==> src/rtl/fetch_unit_if.sv <==
// Fetch unit connections: byte-wide instruction memory port, instruction
// stream to the consumer, and the redirect path from branch resolution.
interface fetch_unit_if;
    logic        mem_req;
    logic [31:0] mem_addr;
    logic        mem_ack;
    logic [7:0]  mem_rdata;
    logic        ins_valid;
    logic        ins_ready;
    logic [31:0] INSTRUCTION;
    logic [31:0] ins_pc;
    logic        redirect;
    logic [31:0] redirect_pc;

    // master is the fetch unit itself; slave is memory plus consumer side.
    modport master (
        output mem_req, mem_addr, ins_valid, INSTRUCTION, ins_pc,
        input  mem_ack, mem_rdata, ins_ready, redirect, redirect_pc
    );

    modport slave (
        input  mem_req, mem_addr, ins_valid, INSTRUCTION, ins_pc,
        output mem_ack, mem_rdata, ins_ready, redirect, redirect_pc
    );
endinterface

==> src/rtl/fetch_unit.sv <==
// Instruction fetch unit: assembles big-endian 32-bit words from a byte
// memory and queues them with their PCs in a small prefetch FIFO.
module fetch_unit #(
    parameter int          DEPTH    = 2,
    parameter logic [31:0] RESET_PC = 32'h0
) (
    input  logic          CLK,
    input  logic          RESET,
    fetch_unit_if.master  bus
);

    typedef enum logic {IDLE, FETCH} state_t;

    localparam int PTR_W = (DEPTH > 1) ? $clog2(DEPTH) : 1;
    localparam int CNT_W = $clog2(DEPTH + 1);

    state_t             state;
    logic [1:0]         byte_idx;
    logic [31:0]        fetch_pc;
    logic [23:0]        word_hi;
    logic [31:0]        fifo_word [DEPTH];
    logic [31:0]        fifo_pc   [DEPTH];
    logic [PTR_W-1:0]   rd_ptr;
    logic [PTR_W-1:0]   wr_ptr;
    logic [CNT_W-1:0]   count;

    logic               push;
    logic               pop;
    logic [31:0]        redirect_aligned;

    assign push             = (state == FETCH) && bus.mem_ack && (byte_idx == 2'd3);
    assign pop              = bus.ins_valid && bus.ins_ready;
    assign redirect_aligned = bus.redirect_pc & 32'hFFFF_FFFC;

    function automatic logic [PTR_W-1:0] ptr_inc(input logic [PTR_W-1:0] p);
        return (p == PTR_W'(DEPTH - 1)) ? '0 : p + PTR_W'(1);
    endfunction

    // NOTE: FIFO storage carries no reset; count gates visibility, so stale
    // entries are never observed and the array can map onto plain registers/RAM.
    always_ff @(posedge CLK) begin
        if (push && !RESET && !bus.redirect) begin
            fifo_word[wr_ptr] <= {word_hi, bus.mem_rdata};
            fifo_pc[wr_ptr]   <= fetch_pc;
        end
    end

    // NOTE: all state is written with non-blocking assignments so every
    // branch below reads the pre-edge values of its sibling registers.
    always_ff @(posedge CLK) begin
        if (RESET) begin
            state    <= IDLE;
            byte_idx <= 2'd0;
            fetch_pc <= RESET_PC;
            word_hi  <= '0;
            rd_ptr   <= '0;
            wr_ptr   <= '0;
            count    <= '0;
        end else if (bus.redirect) begin
            // Redirect drops the queue, the partial word and any same-cycle ack.
            state    <= IDLE;
            byte_idx <= 2'd0;
            fetch_pc <= redirect_aligned;
            rd_ptr   <= '0;
            wr_ptr   <= '0;
            count    <= '0;
        end else begin
            if (push) wr_ptr <= ptr_inc(wr_ptr);
            if (pop)  rd_ptr <= ptr_inc(rd_ptr);

            case ({push, pop})
                2'b10:   count <= count + CNT_W'(1);
                2'b01:   count <= count - CNT_W'(1);
                default: ;
            endcase

            case (state)
                IDLE: begin
                    // A word is only started with a guaranteed free slot.
                    if (count < CNT_W'(DEPTH)) state <= FETCH;
                end
                FETCH: begin
                    if (bus.mem_ack) begin
                        case (byte_idx)
                            2'd0:    word_hi[23:16] <= bus.mem_rdata;
                            2'd1:    word_hi[15:8]  <= bus.mem_rdata;
                            2'd2:    word_hi[7:0]   <= bus.mem_rdata;
                            default: ;
                        endcase
                        byte_idx <= byte_idx + 2'd1;
                        if (byte_idx == 2'd3) begin
                            fetch_pc <= fetch_pc + 32'd4;
                            state    <= IDLE;
                        end
                    end
                end
                default: state <= IDLE;
            endcase
        end
    end

    assign bus.mem_req     = (state == FETCH);
    assign bus.mem_addr    = (state == FETCH) ? fetch_pc + {30'd0, byte_idx} : 32'd0;
    assign bus.ins_valid   = (count != '0);
    assign bus.INSTRUCTION = bus.ins_valid ? fifo_word[rd_ptr] : 32'd0;
    assign bus.ins_pc      = bus.ins_valid ? fifo_pc[rd_ptr]   : 32'd0;

endmodule

==> src/flat_wrapper.sv <==
// flat-port wrapper written by rule: the top's interface ports become plain ports
module fetch_unit_flat 
#(
    parameter int          DEPTH    = 2,
    parameter logic [31:0] RESET_PC = 32'h0
)
  (CLK, RESET, bus_mem_req, bus_mem_addr, bus_ins_valid, bus_INSTRUCTION, bus_ins_pc, bus_mem_ack, bus_mem_rdata, bus_ins_ready, bus_redirect, bus_redirect_pc);
  fetch_unit_if bus_i ();
  input  logic CLK;
  input  logic RESET;
  output wire logic [$bits(bus_i.mem_req)-1:0] bus_mem_req;
  output wire logic [$bits(bus_i.mem_addr)-1:0] bus_mem_addr;
  output wire logic [$bits(bus_i.ins_valid)-1:0] bus_ins_valid;
  output wire logic [$bits(bus_i.INSTRUCTION)-1:0] bus_INSTRUCTION;
  output wire logic [$bits(bus_i.ins_pc)-1:0] bus_ins_pc;
  input wire logic [$bits(bus_i.mem_ack)-1:0] bus_mem_ack;
  input wire logic [$bits(bus_i.mem_rdata)-1:0] bus_mem_rdata;
  input wire logic [$bits(bus_i.ins_ready)-1:0] bus_ins_ready;
  input wire logic [$bits(bus_i.redirect)-1:0] bus_redirect;
  input wire logic [$bits(bus_i.redirect_pc)-1:0] bus_redirect_pc;
  assign bus_mem_req = bus_i.mem_req;
  assign bus_mem_addr = bus_i.mem_addr;
  assign bus_ins_valid = bus_i.ins_valid;
  assign bus_INSTRUCTION = bus_i.INSTRUCTION;
  assign bus_ins_pc = bus_i.ins_pc;
  assign bus_i.mem_ack = bus_mem_ack;
  assign bus_i.mem_rdata = bus_mem_rdata;
  assign bus_i.ins_ready = bus_ins_ready;
  assign bus_i.redirect = bus_redirect;
  assign bus_i.redirect_pc = bus_redirect_pc;
  fetch_unit #(.DEPTH(DEPTH), .RESET_PC(RESET_PC)) u_core (.CLK(CLK), .RESET(RESET), .bus(bus_i));
endmodule
==> config.mk <==
export PLATFORM = sky130hd
export DESIGN_NAME = fetch_unit_flat
export DESIGN_NICKNAME = d
export VERILOG_FILES = /design/src/rtl/fetch_unit_if.sv /design/src/rtl/fetch_unit.sv /design/src/flat_wrapper.sv
export SDC_FILE = /design/constraint.sdc
export NUM_CORES = 1
export LEC_CHECK = 0
export ABC_AREA = 1
export CAP_MARGIN = 20
export CORE_ASPECT_RATIO = 0.5
export CORE_MARGIN = 4
export CORE_UTILIZATION = 30
export CTS_CLUSTER_SIZE = 30
export DETAILED_ROUTE_END_ITERATION = 8
export PLACE_DENSITY_LB_ADDON = 0.08
export RECOVER_POWER = 25
export SETUP_SLACK_MARGIN = 0.1
export SYNTH_ARGS = -nofsm -noshare
export SYNTH_HDL_FRONTEND = slang
export SYNTH_SLANG_ARGS = --single-unit
export TNS_END_PERCENT = 50
==> constraint.sdc <==
create_clock -name CLK -period 5.57 [get_ports CLK]
set_input_delay 0.557 -clock CLK [delete_from_list [all_inputs] [get_ports CLK]]
set_output_delay 0.557 -clock CLK [all_outputs]
set_load 0.05 [all_outputs]
==> qor.yml <==
outcome: "completed"
area.growth.synth_to_final_pct: 28.5
met1_length_mm: 11.0
gp_congestion: 0.818
arrival_ns: 2.92
worst_pin_slew_ns: 0.918
fmax_mhz: 287
drc: 0
grt_first_pass_wirelength_mm: 36.2
grt_max_degree: 63
worstReg2RegStart: "u_core.byte_idx[0]"
clock-skew-final_ns: 0.00869
final-setup-viol-count: 0
syn_area_um2: 8260
place_ws_ns: 1.87
track_usage_pct: 15.4
startpoint_type: "flop"
grt_pass1_vias: 6301
whs_ns: 0.441
hold_path_startpoint: "u_core.rd_ptr"
diodes: 0
antenna_found_initial: 0
end_kind: "output port"
numCtsBuffers: 17
holdCritPathClass: "reg2reg"
drt_wl_total_mm: 23.4
fin_crit_ns: 3.48
p_leak_nw: 4.19
die-area_um2: 30400
relSlewSlack_pct: 38.8
postCtsSetupBuffers: 0
cp_max_fo: 37
top_layer_used: "met4"
route.met2.wl_mm: 11.2
cts_max_path_buffers: 2
insertion_delay_ns: 0.44
clkSinkCount: 186
holdBufCountCts: 0
fin_area_um2: 10600
power_mw: 2.91
dr.pass1.iters: 5
fin_crit_sh_pct: 62.5
drive_above_1_share_pct: 6.89
dieWidth_um: 243
power_density_nw_per_um2: 274
ant_nets: 0
rsz0062_at_grt: "false"
vdd_drop_max_v: 0.000216
report.final.hold_viol_count: 0
htree_levels: 4
start_util_pct: 30.9
slew_viol_final: 0
setup_slack_ns: 2.09
grt_overflow_total: 0
maxCapViolCount: 0
hold_depth: 1
placed_cells: 1394
core_um2: 26700
drt-wirelength-per-cell_um: 16.4
ys_seq_area_share_pct: 60.1
worstSetupPathType: "reg2out"
numPortBuffers: 138
rows: 42
ctsResizeCount: 0
dp_hpwl_mm: 15.5
final.setup.tns_ns: 0
avgSynthCellArea_um2: 8.89
drtIter0Drc: 432
root_buffer: "clkbuf_16"
synthesis.instances: 929
vias: 6564
clk_pin_slew_ns: 0.07
io_pins: 143
utilization_pct: 39.7
placed_cell_area_um2: 10000
worst-r2r-cell-count: 6
die_y_um: 125
yosysWarnings: 0
finalNetCount: 1112
fin_cells: 1426
ys_types: 36
post_drt_via_cell_ratio: 4.60
met3_length_um: 816
required_ns: 5.01
ys_seq_elements: 186
cts_tree: "built"
-- cell families after synthesis --
group	synth area share (%)
simple gates	23.4
flops	60.1
compound gates	9.01
buf+inv	6.10
fa+ha+maj	0.909
xor+xnor	0.424
other cells	0.0454
-- where the power goes --
group          switching (mW)  internal, mW
sequential             0.0366          1.48
combinational          0.0889        0.0613
clock                   0.553         0.691
-- per-layer routing --
metal / vias to the layer above / track usage (%)
met3: 23 / 2.76
li1: 3283 / -
met2: 125 / 25.8
met4: 0 / 4.71
met1: 3133 / 20.5
met5: - / 0
-- path summary, 6_finish.rpt --
| path | endpoint | slack (ns) |
|---|---|---|
| worst min-delay path | flop | 0.44 |
| worst min register to register | flop | 0.44 |
| worst max register to register | u_core.fifo_word[1][19] | 3.15 |
| worst max-delay path | bus_INSTRUCTION[16] | 2.09 |
-- critical path, stage by stage (launching register included) --
cell	delay (ns)
dfxtp_2	0.70
buf_4	0.50
nand2_1	0.10
a21oi_1	0.27
clkdlybuf4s50_1	0.87
-- cells in the mapped netlist --
cell / instances / area share, %
o21bai_1: 1 / 0.091
nor2_1: 95 / 4.3
buf_4: 3 / 0.27
a31oi_1: 7 / 0.53
or2_2: 1 / 0.076
nor2_4: 7 / 0.95
xor2_1: 2 / 0.21
clkbuf_8: 1 / 0.17
nand3_2: 1 / 0.12
nand4_1: 2 / 0.15
buf_1: 4 / 0.18
conb_1: 1 / 0.045
o211ai_1: 2 / 0.18
nand2_2: 8 / 0.61
o21ai_0: 50 / 3.0
clkbuf_1: 24 / 1.1
a22o_1: 1 / 0.11
o22ai_1: 1 / 0.076
nand2_4: 4 / 0.55
buf_6: 1 / 0.14
o21ai_1: 2 / 0.12
dfxtp_1: 62 / 15
clkinv_1: 1 / 0.045
xnor2_1: 2 / 0.21
nand3b_1: 8 / 0.73
a22oi_1: 1 / 0.091
a21oi_1: 79 / 4.8
nor3_1: 3 / 0.18
nand2_1: 299 / 14
nor2_2: 6 / 0.45
inv_2: 5 / 0.23
buf_2: 2 / 0.12
edfxtp_1: 124 / 45
inv_1: 85 / 3.9
nand3_1: 28 / 1.7
ha_1: 6 / 0.91
-- flip-flops by register name, summed over array words and instances (netlist names), named ones only --
signal              cells
u_core.fetch_pc        30
u_core.fifo_pc         60
u_core.word_hi         24
u_core.bus.mem_req      1
u_core.wr_ptr           1
u_core.count            2
u_core.fifo_word       64
u_core.byte_idx         2
u_core.rd_ptr           1
-- placed cells by master (no fill, tap or decap), types with 2 or more instances in the layout --
| master | instances |
|---|---|
| a21oi_1 | 79 |
| clkinv_4 | 2 |
| o21ai_1 | 2 |
| o21ai_0 | 50 |
| inv_2 | 5 |
| clkdlybuf4s50_1 | 138 |
| xnor2_1 | 2 |
| nand3b_1 | 8 |
| xor2_1 | 2 |
| nand2_4 | 4 |
| inv_1 | 85 |
| nand4_1 | 2 |
| buf_4 | 8 |
| ha_1 | 6 |
| nand2_1 | 299 |
| nand2_2 | 8 |
| nor2_2 | 5 |
| edfxtp_1 | 124 |
| a31oi_1 | 7 |
| nor2_4 | 10 |
| nand3_1 | 28 |
| clkinv_2 | 2 |
| clkinv_1 | 2 |
| nor3_1 | 3 |
| nor2_1 | 93 |
| dfxtp_1 | 61 |
| clkbuf_16 | 17 |
| bufinv_16 | 2 |
| conb_1 | 2 |
| o211ai_1 | 2 |
| inv_6 | 3 |
| clkbuf_8 | 2 |
-- layout make-up --
class	instances	area (um2)
clock buffer	20	457
clock inverter	12	136
fill	2641	16100
inverter	91	342
multi-input combinational	618	2820
sequential	186	4970
tap	352	440
timing repair buffer	147	1460
(Power assumes the default switching activity.)
